## src/rtl/reg_write_arbiter_pkg.sv

```systemverilog
// Shared constants and types for the register-file write-port arbiter.
// Covers data/address widths, the FSM state encoding and the requester ids.
package reg_write_arbiter_pkg;

  localparam int DATA_W   = 8;
  localparam int ADDR_W   = 3;
  localparam int NUM_REGS = 2 ** ADDR_W;

  typedef logic [ADDR_W-1:0] addr_t;
  typedef logic [DATA_W-1:0] data_t;

  typedef enum logic {
    ST_IDLE  = 1'b0,
    ST_CLEAR = 1'b1
  } state_t;

  localparam logic REQ_ALU = 1'b0;
  localparam logic REQ_LD  = 1'b1;

endpackage

```

## src/rtl/reg_write_arbiter_if.sv

```systemverilog
// Writeback request/handshake bundle plus the reg_file write-side outputs.
// The master side is the CPU writeback sources; the slave side is the arbiter.
interface reg_write_arbiter_if;
  import reg_write_arbiter_pkg::*;

  logic  CLEAR_REQ;
  logic  CLEAR_BUSY;

  logic  REQ0_VALID;
  addr_t REQ0_ADDR;
  data_t REQ0_DATA;
  logic  REQ0_READY;

  logic  REQ1_VALID;
  addr_t REQ1_ADDR;
  data_t REQ1_DATA;
  logic  REQ1_READY;

  logic  WRITE;
  addr_t INADDRESS;
  data_t IN;
  logic  GRANT_ID;

  modport master (
    output CLEAR_REQ,
    output REQ0_VALID, REQ0_ADDR, REQ0_DATA,
    output REQ1_VALID, REQ1_ADDR, REQ1_DATA,
    input  CLEAR_BUSY, REQ0_READY, REQ1_READY,
    input  WRITE, INADDRESS, IN, GRANT_ID
  );

  modport slave (
    input  CLEAR_REQ,
    input  REQ0_VALID, REQ0_ADDR, REQ0_DATA,
    input  REQ1_VALID, REQ1_ADDR, REQ1_DATA,
    output CLEAR_BUSY, REQ0_READY, REQ1_READY,
    output WRITE, INADDRESS, IN, GRANT_ID
  );

endinterface

```

## src/rtl/reg_write_arbiter_rr_arbiter2.sv

```systemverilog
// Two-way round-robin grant: a lone valid wins, a tie goes to the requester
// that did not win last time. Purely combinational, one-hot (or zero) grant.
module rr_arbiter2 (
  input  logic [1:0] valid,
  input  logic       last,
  output logic [1:0] grant
);

  always_comb begin
    // NOTE: default first so every path assigns grant and no latch is inferred.
    grant = 2'b00;
    if (valid == 2'b11) begin
      grant = last ? 2'b01 : 2'b10;
    end else begin
      grant = valid;
    end
  end

endmodule

```

## src/rtl/reg_write_arbiter.sv

```systemverilog
// Shares the reg_file write port between ALU writeback (0) and load/debug
// return (1), and runs a CLEAR sweep that writes zero to every register.
module reg_write_arbiter
  import reg_write_arbiter_pkg::*;
(
  input  logic                CLK,
  input  logic                RESET,
  reg_write_arbiter_if.slave  bus
);

  state_t     state;
  addr_t      sweep_cnt;
  logic       last;
  logic [1:0] grant;
  logic       accept_en;

  rr_arbiter2 u_rr (
    .valid ({bus.REQ1_VALID, bus.REQ0_VALID}),
    .last  (last),
    .grant (grant)
  );

  // CLEAR_REQ pre-empts arbitration in the same cycle it is seen.
  assign accept_en      = (state == ST_IDLE) && !bus.CLEAR_REQ;
  assign bus.REQ0_READY = accept_en & grant[0];
  assign bus.REQ1_READY = accept_en & grant[1];

  // NOTE: sequential state uses non-blocking assignments only, so every
  // register samples pre-edge values regardless of statement order.
  always_ff @(posedge CLK) begin
    if (RESET) begin
      state          <= ST_IDLE;
      sweep_cnt      <= '0;
      last           <= REQ_LD;
      bus.WRITE      <= 1'b0;
      bus.INADDRESS  <= '0;
      bus.IN         <= '0;
      bus.GRANT_ID   <= REQ_ALU;
      bus.CLEAR_BUSY <= 1'b0;
    end else begin
      case (state)
        ST_IDLE: begin
          if (bus.CLEAR_REQ) begin
            state          <= ST_CLEAR;
            bus.WRITE      <= 1'b1;
            bus.INADDRESS  <= sweep_cnt;
            bus.IN         <= '0;
            bus.GRANT_ID   <= REQ_ALU;
            bus.CLEAR_BUSY <= 1'b1;
            sweep_cnt      <= sweep_cnt + 1'b1;
          end else if (grant != 2'b00) begin
            bus.WRITE     <= 1'b1;
            bus.INADDRESS <= grant[1] ? bus.REQ1_ADDR : bus.REQ0_ADDR;
            bus.IN        <= grant[1] ? bus.REQ1_DATA : bus.REQ0_DATA;
            bus.GRANT_ID  <= grant[1] ? REQ_LD : REQ_ALU;
            last          <= grant[1] ? REQ_LD : REQ_ALU;
          end else begin
            bus.WRITE <= 1'b0;
          end
        end

        ST_CLEAR: begin
          // During a sweep INADDRESS always holds the last address issued.
          if (bus.INADDRESS == addr_t'(NUM_REGS - 1)) begin
            state          <= ST_IDLE;
            bus.WRITE      <= 1'b0;
            bus.CLEAR_BUSY <= 1'b0;
          end else begin
            bus.WRITE     <= 1'b1;
            bus.INADDRESS <= sweep_cnt;
            bus.IN        <= '0;
            bus.GRANT_ID  <= REQ_ALU;
            sweep_cnt     <= sweep_cnt + 1'b1;
          end
        end

        default: state <= ST_IDLE;
      endcase
    end
  end

endmodule

```

## src/flat_wrapper.sv

```systemverilog
// flat-port wrapper written by rule: the top's interface ports become plain ports
module reg_write_arbiter_flat import reg_write_arbiter_pkg::*;
  (CLK, RESET, bus_CLEAR_REQ, bus_REQ0_VALID, bus_REQ0_ADDR, bus_REQ0_DATA, bus_REQ1_VALID, bus_REQ1_ADDR, bus_REQ1_DATA, bus_CLEAR_BUSY, bus_REQ0_READY, bus_REQ1_READY, bus_WRITE, bus_INADDRESS, bus_IN, bus_GRANT_ID);
  reg_write_arbiter_if bus_i ();
  input  logic CLK;
  input  logic RESET;
  input wire logic [$bits(bus_i.CLEAR_REQ)-1:0] bus_CLEAR_REQ;
  input wire logic [$bits(bus_i.REQ0_VALID)-1:0] bus_REQ0_VALID;
  input wire logic [$bits(bus_i.REQ0_ADDR)-1:0] bus_REQ0_ADDR;
  input wire logic [$bits(bus_i.REQ0_DATA)-1:0] bus_REQ0_DATA;
  input wire logic [$bits(bus_i.REQ1_VALID)-1:0] bus_REQ1_VALID;
  input wire logic [$bits(bus_i.REQ1_ADDR)-1:0] bus_REQ1_ADDR;
  input wire logic [$bits(bus_i.REQ1_DATA)-1:0] bus_REQ1_DATA;
  output wire logic [$bits(bus_i.CLEAR_BUSY)-1:0] bus_CLEAR_BUSY;
  output wire logic [$bits(bus_i.REQ0_READY)-1:0] bus_REQ0_READY;
  output wire logic [$bits(bus_i.REQ1_READY)-1:0] bus_REQ1_READY;
  output wire logic [$bits(bus_i.WRITE)-1:0] bus_WRITE;
  output wire logic [$bits(bus_i.INADDRESS)-1:0] bus_INADDRESS;
  output wire logic [$bits(bus_i.IN)-1:0] bus_IN;
  output wire logic [$bits(bus_i.GRANT_ID)-1:0] bus_GRANT_ID;
  assign bus_i.CLEAR_REQ = bus_CLEAR_REQ;
  assign bus_i.REQ0_VALID = bus_REQ0_VALID;
  assign bus_i.REQ0_ADDR = bus_REQ0_ADDR;
  assign bus_i.REQ0_DATA = bus_REQ0_DATA;
  assign bus_i.REQ1_VALID = bus_REQ1_VALID;
  assign bus_i.REQ1_ADDR = bus_REQ1_ADDR;
  assign bus_i.REQ1_DATA = bus_REQ1_DATA;
  assign bus_CLEAR_BUSY = bus_i.CLEAR_BUSY;
  assign bus_REQ0_READY = bus_i.REQ0_READY;
  assign bus_REQ1_READY = bus_i.REQ1_READY;
  assign bus_WRITE = bus_i.WRITE;
  assign bus_INADDRESS = bus_i.INADDRESS;
  assign bus_IN = bus_i.IN;
  assign bus_GRANT_ID = bus_i.GRANT_ID;
  reg_write_arbiter u_core (.CLK(CLK), .RESET(RESET), .bus(bus_i));
endmodule
```

## config.mk

```make
export PLATFORM = sky130hd
export DESIGN_NAME = reg_write_arbiter_flat
export DESIGN_NICKNAME = d
export VERILOG_FILES = /design/src/rtl/reg_write_arbiter_pkg.sv /design/src/rtl/reg_write_arbiter_if.sv /design/src/rtl/reg_write_arbiter_rr_arbiter2.sv /design/src/rtl/reg_write_arbiter.sv /design/src/flat_wrapper.sv
export SDC_FILE = /design/constraint.sdc
export NUM_CORES = 1
export LEC_CHECK = 0
export ABC_AREA = 1
export BUFFER_PORTS_ARGS = -buffer_cell sky130_fd_sc_hd__buf_4
export CELL_PAD_IN_SITES_DETAIL_PLACEMENT = 1
export CELL_PAD_IN_SITES_GLOBAL_PLACEMENT = 1
export CORE_ASPECT_RATIO = 1.25
export CORE_MARGIN = 8
export CORE_UTILIZATION = 31
export DETAILED_ROUTE_END_ITERATION = 8
export GPL_TIMING_DRIVEN = 0
export HOLD_SLACK_MARGIN = 0.05
export PLACE_DENSITY = 0.86
export SLEW_MARGIN = 20
export SYNTH_ARGS = -nofsm -noshare
export SYNTH_HDL_FRONTEND = slang
export SYNTH_SLANG_ARGS = --single-unit
export TNS_END_PERCENT = 100
```

## constraint.sdc

```tcl
create_clock -name CLK -period 1.45 [get_ports CLK]
set_clock_uncertainty 0.05 [all_clocks]
set_input_delay 0.2175 -clock CLK [delete_from_list [all_inputs] [get_ports CLK]]
set_output_delay 0.2175 -clock CLK [all_outputs]
set_load 0.01 [all_outputs]
```

==> run_results.csv, run 1 <==
group,metric,value,unit
sta,slew_viol_final,0,
synthesis,synth_cells,148,
hold_path,min_to,"u_core.state",
drt,drc,0,
drt,wl_per_cell,15.7,um
drt,drtAntennaViolNets,0,
synthesis,netlist.area_leader.share,37.3,%
power,powerDensity,919,mW/mm2
cts,cts_buffer_depth,2,
cts,cts_max_level,1,
global_route,grt_max_degree,12,
cells_and_area,final_cell_area,0.00148,mm2
power,leakagePower,0.761,nW
sta,fmax,717,MHz
cts,clk_latency,0.26,ns
cts,cts-root-buf,"clkbuf_8",
drt,dr.pass1.iters,4,
drt,postRouteWirelength,3.66,mm
hold_path,hold_depth,2,
cts,cts-buffers-inserted,3,
global_route,antenna_found_initial,0,
cells_and_area,final_cell_mix,"buf_4, nand2_1, nor2_1",
floorplanning,ios,43,
global_route,grt_pass1_wl,5.74,mm
placed_design,port_buffers,40,
synthesis,yosysTopAreaCell,"dfxtp_1",
cells_and_area,areaGrowthSynthToFinish,45.2,%
cells_and_area,fin_nets,225,
critical_path,critPathArrivalTime,1.13,ns
sta,tightest_slew,0.258,ns
cells_and_area,final.fill_count,429,
synthesis,ys_seq_area_share,37.3,%
sta,hold_violations,0,
floorplanning,chipWidth,67.3,um
drt,drt_iter0_drc,40,
synthesis,syn_area_per_cell,6.90,um2
global_route,grt_pass1_vias,1228,
placed_design,placed_cell_area,0.00137,mm2
cts,tritoncts,"built",
drt,vias_per_cell,4.90,
critical_path,worstSetupStartpointType,"flip-flop",
critical_path,r2r_setup_slack,0.17,ns
cells_and_area,drive_gt1_share,34.7,%
sta,slew_headroom,82.7,%
critical_path,cp_max_fo,4,
floorplanning,start_util,32.3,%
hold_path,hold_start,"RESET",
cts,clkTransAtPathRegs,0.07,ns
critical_path,critPathKind,"flip-flop to output port",
synthesis,syn_nets,176,
sta,fin_crit_sh,96.2,%
critical_path,ff2ff_path_depth,6,
critical_path,worstPathRequired,1.18,ns
floorplanning,die_y,80.2,um
drt,wl_met1,1.34,mm
drt,top_layer_used,"met4",
placed_design,place.gp.congestion,0.780,
synthesis,synth-seq-cells,19,
cts,cts_sinks,19,
drt,dr_total_vias,1141,
status,status,"complete, no violations",
cells_and_area,diodes,0,
sta,setup_viol,0,
power,vdd_drop_max,0.000609,V
placed_design,dp_hpwl,2.82,mm
drt,wl_met2,2.06,mm
cts,ctsHoldBuffers,0,
synthesis,syn_area,0.00102,mm2
synthesis,ys_warn_count,0,
global_route,grt_remaining_overflow,0,
drt,dr_wl_met3,149,um
synthesis,synth.distinct_cells,23,
floorplanning,core-area,0.00317,mm2
floorplanning,rows,23,
flow_run,timing.max_cap.violations,0,
hold_path,hold_class,"input port to flip-flop",
synthesis,synth_area_leaders,"dfxtp_1, nand2_1, nor2_1, a21oi_1, o21ai_0",
sta,fin_hold_ws,0.179,ns
critical_path,timing.rr.start,"u_core.bus.INADDRESS[0]",
critical_path,end_kind,"output port",
critical_path,r2r_end,"u_core.sweep_cnt[2]",
global_route,track_usage,13.3,%
sta,period_minus_slack,1.40,ns
floorplanning,dieArea,0.00540,mm2
cells_and_area,final_common_cell,"buf_4",
worst max-delay path, stage by stage (launching register included):
cell and delay (ns):
dfxtp_4 0.36, nor2_4 0.17, buf_8 0.13, nand3_4 0.06
inv_2 0.06, buf_6 0.10
power by group:
part	internal [mW]	total [mW]	leakage [nW]	switching, mW
registers	0.566	0.598	0.157	0.0328
clock network	0.191	0.371	0.0255	0.180
logic	0.181	0.393	0.579	0.212
total	0.938	1.36	0.761	0.425
area by class of cell:
| class | count | area (um2) | area share, % |
|---|---|---|---|
| multi-input combinational | 114 | 581 | 39.2 |
| sequential | 19 | 385 | 26.0 |
| timing repair buffer | 44 | 334 | 22.5 |
| buffer | 5 | 52.6 | 3.54 |
| tap | 37 | 46.3 | 3.12 |
| clock buffer | 3 | 41.3 | 2.78 |
| inverter | 10 | 37.5 | 2.53 |
| clock inverter | 1 | 5.00 | 0.338 |
stage by stage:
stage          worst slack [ns]   TNS, ns  util (%)  std cells  power, mW
3_3_place_gp             0.0415         0      43.2        225      0.948
4_1_cts                0.000895         0      45.8        231       1.36
6_report                 0.0549         0      46.8        233       1.36
2_1_floorplan             0.330         0         -        148      0.808
5_1_grt                -0.00651  -0.00651      46.8        233       1.44
3_5_place_dp             0.0122         0      43.2        225      0.972
state kept, by name, summed over array words and instances (netlist names):
name,flops
u_core.bus.WRITE,1
u_core.bus.CLEAR_BUSY,1
u_core.state,1
u_core.last,1
u_core.bus.IN,8
u_core.bus.INADDRESS,3
u_core.bus.GRANT_ID,1
u_core.sweep_cnt,3
repair_timing:
item / 4_1_cts / 5_1_grt
pin swaps: 1 / 1
cloned: 0 / 0
setup endpoints to repair: 2 / 2
resized for setup: 5 / 8
buffers inserted: 2 / 2
synth_stat cells, drive strengths merged:
cell and count:
nand2 48, nor2 27, dfxtp 19, a21oi 15, o21ai 11, inv 10, nand3 7, buf 3
nand3b 3, clkbuf 2, ha 1, nor3 1, xor2 1
logic make-up after synthesis:
group | after synthesis | share of synthesized area [%]
AO/OA/AOI/OAI | 26 | 13.8
XOR/XNOR | 1 | 0.858
adder cells (fa/ha/maj) | 1 | 1.23
buffers and inverters | 15 | 7.84
flip-flops | 19 | 37.3
AND/OR/NAND/NOR | 86 | 39.0
how the worst max path moves through the flow:
stage | startpoint | to | slack, ns
final | u_core.state | bus_REQ1_READY | 0.05
after global routing | u_core.state | bus_REQ1_READY | -0.007
after CTS | u_core.state | bus_REQ1_READY | 0.0009
after detailed placement | bus_CLEAR_REQ | bus_REQ1_READY | 0.01
after global placement | bus_CLEAR_REQ | bus_REQ1_READY | 0.04
after floorplan | u_core.state | bus_REQ1_READY | 0.33
metal layers:
layer / vias up / global-route usage, %
met5: - / 0
met3: 8 / 1.81
met1: 536 / 13.4
li1: 563 / -
met4: 0 / 5.24
met2: 34 / 26.1
No activity file was read; power rests on OpenSTA's default activity.
==> run 2, diff against run 1 <==
--- a/config.mk
+++ b/config.mk
@@ -11,11 +11,11 @@
 export CELL_PAD_IN_SITES_GLOBAL_PLACEMENT = 1
 export CORE_ASPECT_RATIO = 1.25
 export CORE_MARGIN = 8
-export CORE_UTILIZATION = 31
+export CORE_UTILIZATION = 28
 export DETAILED_ROUTE_END_ITERATION = 8
 export GPL_TIMING_DRIVEN = 0
 export HOLD_SLACK_MARGIN = 0.05
-export PLACE_DENSITY = 0.86
+export PLACE_DENSITY = 0.82
 export SLEW_MARGIN = 20
 export SYNTH_ARGS = -nofsm -noshare
 export SYNTH_HDL_FRONTEND = slang
==> constraint.sdc (replaced) <==
create_clock -name CLK -period 1.2 [get_ports CLK]
set_clock_uncertainty 0.05 [all_clocks]
set_input_delay 0.18 -clock CLK [delete_from_list [all_inputs] [get_ports CLK]]
set_output_delay 0.18 -clock CLK [all_outputs]
set_load 0.01 [all_outputs]
==> run 2 against run 1 <==
  * The flow now finishes with violations (negative setup slack)
  * Sequential share of layout area fell by 3.2 points
  * Register-to-register slack got worse by 0.25 ns
  * Design area rose by 15%
  * Worst setup slack got worse by 0.19 ns
  * Worst hold slack got worse by 0.0049 ns
  * Critical path depth did not move
  * Routed wire length rose by 9.5%
  * Critical endpoint is now bus_REQ0_READY
  * Largest power group unchanged
  * Die area rose by 8.3%
  * Non-clock buffer count rose by 10
  * Clock-buffer cell count rose by 1
  * Utilization rose by 2.2 points
==> run_results.csv, run 2 (same netlist as run 1, synthesis figures left out) <==
group,metric,value,unit
status,status,"complete, but fails checks",
status,violations,"negative setup slack",
cells_and_area,diodes,0,
drt,dr.pass1.iters,4,
hold_path,min_to,"u_core.bus.GRANT_ID",
drt,drtAntennaViolNets,0,
critical_path,critPathKind,"flip-flop to output port",
cts,cts_buffer_depth,2,
drt,vias_per_cell,4.88,
sta,rsz0062_at_grt,"true",
sta,setup_viol,8,
floorplanning,dieArea,0.00585,mm2
global_route,track_usage,12.8,%
placed_design,port_buffers,40,
critical_path,cp_max_fo,2,
floorplanning,rows,24,
global_route,grt_remaining_overflow,0,
hold_path,hold_class,"input port to flip-flop",
global_route,grt_pass1_vias,1364,
sta,hold_violations,0,
power,report.power.total,1.81,mW
cts,cts_max_level,1,
cells_and_area,fin_nets,236,
critical_path,timing.rr.start,"u_core.state",
power,powerDensity,1060,mW/mm2
cells_and_area,reg.largest.list,"u_core.bus.IN: 8 flops, u_core.bus.INADDRESS: 3 flops, u_core.sweep_cnt: 3 flops",
global_route,antenna_found_initial,0,
cts,cts-buffers-inserted,3,
cells_and_area,final_core_util,49.0,%
cells_and_area,top_register,"u_core.bus.IN",
hold_path,hold_start,"RESET",
power,leakagePower,0.838,nW
sta,tightest_slew,0.262,ns
critical_path,worstPathRequired,0.97,ns
placed_design,dp_hpwl,2.53,mm
cts,clkTransAtPathRegs,0.07,ns
sta,period_minus_slack,1.33,ns
floorplanning,core-area,0.00348,mm2
sta,fin_crit_sh,111,%
floorplanning,ios,43,
cts,tritoncts,"built",
critical_path,worstSetupStartpointType,"flip-flop",
critical_path,ff2ff_path_depth,8,
cts,cts_sinks,19,
sta,slew_headroom,82.6,%
floorplanning,chipWidth,70.0,um
hold_path,hold_depth,2,
global_route,grt_max_degree,11,
drt,drc,0,
floorplanning,start_util,29.3,%
global_route,grt_pass1_wl,6.37,mm
sta,slew_viol_final,0,
power,vdd_drop_max,0.000570,V
drt,wl_per_cell,16.3,um
cells_and_area,final.fill_count,435,
placed_design,place.gp.congestion,0.745,
critical_path,r2r_setup_slack,-0.08,ns
cells_and_area,areaGrowthSynthToFinish,67.3,%
sta,fmax,751,MHz
drt,drt_iter0_drc,27,
cells_and_area,final_common_cell,"buf_4",
critical_path,end_kind,"output port",
cts,clk_latency,0.26,ns
floorplanning,die_y,83.5,um
drt,postRouteWirelength,4.01,mm
cells_and_area,drive_gt1_share,50.7,%
cts,cts-root-buf,"clkbuf_8",
critical_path,r2r_end,"u_core.bus.INADDRESS[1]",
cells_and_area,largest_reg_flops,8,
cells_and_area,final_cell_mix,"buf_4, nand2_1, nor2_1",
drt,dr_total_vias,1200,
sta,fin_ws,-0.131,ns
critical_path,critPathArrivalTime,1.10,ns
flow_run,timing.max_cap.violations,0,
run 2: changes by cell type in the layout (fill, tap and decap cells not counted), sizes merged:
cell,before,now
clkinv,1,0
a21oi,15,16
clkbuf,4,5
buf,48,58
run 2: worst max-delay path by stage:
stage | startpoint | to
3_5_place_dp | u_core.state | bus_REQ1_READY
5_1_grt | u_core.state | bus_REQ1_READY
4_1_cts | u_core.state | bus_REQ1_READY
3_3_place_gp | u_core.state | bus_REQ1_READY
2_1_floorplan | u_core.bus.INADDRESS[0] | u_core.sweep_cnt[1]
6_report | u_core.state | bus_REQ0_READY
run 2: worst max-delay path, stage by stage, from the launching register on:
cell,delay [ns]
dfxtp_4,0.35
nor2_4,0.14
buf_6,0.12
inv_2,0.04
nor2_2,0.07
buf_4,0.12
run 2: power breakdown:
part           total, mW  internal [mW]  switching [mW]
sequential         0.731          0.686          0.0450
clock              0.462          0.237           0.225
combinational      0.619          0.299           0.320
total               1.81           1.22           0.589
run 2: cell type report:
cell class              instances  area (um2)  area share, %
clock buffers                   4        45.0           2.64
well taps                      39        48.8           2.86
plain buffers                   5        56.3           3.30
inverters                      10        42.5           2.49
flip-flops and latches         19         389           22.8
multi-input cells             115         693           40.6
repair buffers                 54         433           25.3
run 2: stage by stage:
step	cell area, um2	TNS, ns	hold slack [ns]	worst slack (ns)	std cells
floorplan	1020	0	0.349	0.0891	148
global placement	1370	-0.470	0.388	-0.201	227
detailed placement	1370	-0.758	0.395	-0.214	227
CTS	1560	-0.372	0.154	-0.161	242
global route	1710	-1.10	0.182	-0.170	246
finish	1710	-0.399	0.175	-0.131	246
run 2: layer usage:
metal  global-route usage, %  routed length, um  vias to the layer above
met5                       0                  0                        -
met4                    4.03                 55                        0
met3                    3.57                164                        7
met2                    25.1               2290                       30
met1                    12.4               1490                      572
li1                        -                  -                      591
run 2: timing repair:
item / in CTS / in global routing
gates resized for setup: 16 / 46
buffers inserted: 10 / 6
gates cloned: 1 / 0
hold buffers: 0 / 0
endpoints found under the setup margin: 16 / 17
hold endpoints to repair: 0 / 0
pin swaps: 5 / 19
==> run 3, diff against run 2 <==
--- a/config.mk
+++ b/config.mk
@@ -15,9 +15,10 @@
 export DETAILED_ROUTE_END_ITERATION = 8
 export GPL_TIMING_DRIVEN = 0
 export HOLD_SLACK_MARGIN = 0.05
-export PLACE_DENSITY = 0.82
+export PLACE_DENSITY = 0.83
 export SLEW_MARGIN = 20
 export SYNTH_ARGS = -nofsm -noshare
 export SYNTH_HDL_FRONTEND = slang
+export SYNTH_HIERARCHICAL = 1
 export SYNTH_SLANG_ARGS = --single-unit
 export TNS_END_PERCENT = 100
==> run 3 against run 2 <==
  * Synthesized cell count rose by 4.1%
  * Clock-buffer cell count down 1
  * Worst setup slack improved by 0.015 ns
  * Design area fell by 6.8%
  * The flow still finishes with violations (negative setup slack)
  * Flip-flop and latch count unchanged
  * Non-clock buffer count is 2 lower
  * Highest routed layer unchanged
  * Critical path type is now flip-flop to flip-flop
  * Sequential share of layout area rose by 1.5 points
  * Clock power about the same
  * Utilization down 2.9 points
  * Register-to-register slack worse by 0.04 ns
==> run_results.csv, run 3 <==
group,metric,value,unit
status,status,"complete, but fails checks",
status,violations,"negative setup slack",
critical_path,end_kind,"flip-flop",
cells_and_area,final.fill_count,454,
power,report.power.total,1.70,mW
global_route,antenna_found_initial,0,
cells_and_area,multiInputGateArea,594,um2
sta,rsz0062_at_grt,"true",
cells_and_area,reg.largest.list,"u_core/bus.IN: 8 flops, u_core/bus.INADDRESS: 3 flops, u_core/sweep_cnt: 3 flops",
critical_path,worstSetupStartpointType,"flip-flop",
synthesis,ys_seq_area_share,38.1,%
cts,clkTransAtPathRegs,0.08,ns
critical_path,r2r_setup_slack,-0.12,ns
floorplanning,core-area,0.00345,mm2
cts,cts_sinks,19,
cells_and_area,final_common_cell,"buf_4",
synthesis,syn_area,998,um2
synthesis,synth_edf_count,0,
floorplanning,chipWidth,69.4,um
cells_and_area,top_register,"u_core/bus.IN",
cts,tritoncts,"built",
global_route,grt_pass1_wl,6.17,mm
critical_path,crit_path_end,"u_core/bus.INADDRESS[0]",
cts,clk_latency,0.26,ns
critical_path,critPathKind,"flip-flop to flip-flop",
sta,slew_viol_final,0,
synthesis,synth_cells,154,
sta,period_minus_slack,1.32,ns
sta,fmax,760,MHz
critical_path,slowest_delay,0.35,ns
flow_run,timing.max_cap.violations,0,
critical_path,cp_max_fo,10,
sta,slew_headroom,66.3,%
cells_and_area,largest_reg_flops,8,
critical_path,cpMaxStageDelayCell,"dfxtp_2",
critical_path,timing.rr.start,"u_core/last",
synthesis,yosysTopAreaCell,"dfxtp_1",
hold_path,hold_class,"input port to flip-flop",
cells_and_area,register_area,387,um2
sta,setup_viol,15,
cells_and_area,final_cell_mix,"buf_4, nand2_1, nand3_1",
floorplanning,rows,24,
global_route,grt_remaining_overflow,0,
critical_path,worstPathRequired,1.30,ns
synthesis,synth-async-reset-ratio,0,%
cells_and_area,final_core_util,46.1,%
cts,cts_buffer_depth,2,
global_route,track_usage,13.3,%
critical_path,r2r_end,"u_core/bus.INADDRESS[0]",
synthesis,netlist.area_leader.share,38.1,%
cells_and_area,final_cell_area,0.00159,mm2
cells_and_area,areaGrowthSynthToFinish,59.4,%
placed_design,place.gp.congestion,0.753,
synthesis,synth-seq-cells,19,
synthesis,yosysMostFrequentCell,"nand2_1",
synthesis,synth.distinct_cells,17,
floorplanning,dieArea,0.00574,mm2
drt,drt_iter0_drc,62,
synthesis,syn_area_per_cell,6.48,um2
cells_and_area,drive_gt1_share,42.8,%
drt,dr.pass1.iters,3,
power,powerDensity,1070,mW/mm2
placed_design,dp_hpwl,2.53,mm
sta,fin_crit_sh,110,%
power,leakagePower,0.793,nW
sta,hold_violations,0,
drt,wl_per_cell,14.8,um
drt,postRouteWirelength,3.66,mm
drt,drtAntennaViolNets,0,
sta,tightest_slew,0.505,ns
critical_path,crit_chain,"a21oi_4 -> buf_6 -> nor2_4 -> nand2_4 -> nand2_4 -> buf_8 -> nor2_2 -> nor2_1",
power,vdd_drop_max,0.000630,V
global_route,grt_pass1_vias,1336,
critical_path,ff2ff_path_depth,8,
cells_and_area,fin_nets,237,
floorplanning,ios,43,
floorplanning,die_y,82.8,um
drt,drc,0,
synthesis,synthFlopType,"dfxtp_1",
synthesis,syn_nets,182,
sta,fin_ws,-0.116,ns
critical_path,cpMostUsedCell,"nand2_4",
placed_design,placed_cell_area,0.00137,mm2
drt,dr_total_vias,1200,
sta,setup_tns,-1.29,ns
synthesis,yosys-top-cells-count,"nand2_1, nand3_1, nor2_1",
cts,cts-buffers-inserted,3,
cts,cts_max_level,1,
floorplanning,start_util,28.9,%
critical_path,setup.worst_path.start,"u_core/last",
synthesis,ys_warn_count,6,
cts,cts-root-buf,"clkbuf_8",
global_route,grt_max_degree,12,
cells_and_area,diodes,0,
drt,vias_per_cell,4.86,
synthesis,synth_area_leaders,"dfxtp_1, nand3_1, nand2_1, nor2_1, inv_1",
placed_design,port_buffers,42,
critical_path,critPathArrivalTime,1.42,ns
-- run 3: layout make-up --
class / instances / area share [%]
tap: 39 / 3.07
clock buffer: 3 / 2.59
sequential: 19 / 24.3
multi-input combinational: 113 / 37.3
timing repair buffer: 50 / 24.1
inverter: 15 / 3.54
clock inverter: 1 / 0.314
buffer: 7 / 4.72
-- run 3: what timing repair did --
action                                  CTS  global route
hold buffers                              0             0
cloned                                    2             0
pin swaps                                10             1
buffers inserted                          6             0
endpoints found under the setup margin   15            16
resized for setup                        39             2
-- run 3: metrics by stage --
step	std cells	setup slack (ns)	hold WS, ns
floorplan	154	0.0366	0.192
CTS	247	-0.105	0.0854
finish	247	-0.116	0.0885
detailed placement	235	-0.169	0.366
global placement	235	-0.179	0.360
global route	247	-0.179	0.0930
-- run 3: power breakdown --
part / switching [mW] / internal [mW] / total, mW
registers: 0.0394 / 0.685 / 0.724
logic: 0.267 / 0.249 / 0.516
clock network: 0.232 / 0.231 / 0.464
-- run 3: metal layers --
layer  vias to the layer above  part of all wire (%)  GRT usage, %
met3                         6                   4.3          2.99
met1                       572                    41          13.2
met2                        31                    53          26.5
li1                        591                     -             -
met5                         -                     0             0
met4                         0                   1.6          5.34
-- run 3: cells by family after synthesis --
group	count (synthesis)	synth area share, %
AO/OA/AOI/OAI	10	5.39
XOR/XNOR	1	0.877
adder cells (fa/ha/maj)	1	1.25
buffers and inverters	22	10.8
flip-flops	19	38.1
AND/OR/NAND/NOR	101	43.6
-- run 3: worst max-delay path, delay by kind of cell (launching register included) --
kind,cells,cell delay [ns]
simple gates,5,0.36
flops,1,0.35
buf+inv,2,0.29
compound gates,1,0.15
-- run 3: worst min path at each step --
stage | startpoint | slack (ns) | endpoint | cells after the start
3_3_place_gp | RESET | 0.36 | u_core/bus.GRANT_ID | 2
6_report | RESET | 0.09 | u_core/bus.GRANT_ID | 2
2_1_floorplan | RESET | 0.19 | u_core/bus.GRANT_ID | 1
5_1_grt | RESET | 0.09 | u_core/bus.GRANT_ID | 2
4_1_cts | RESET | 0.09 | u_core/bus.GRANT_ID | 2
3_5_place_dp | RESET | 0.37 | u_core/bus.GRANT_ID | 2
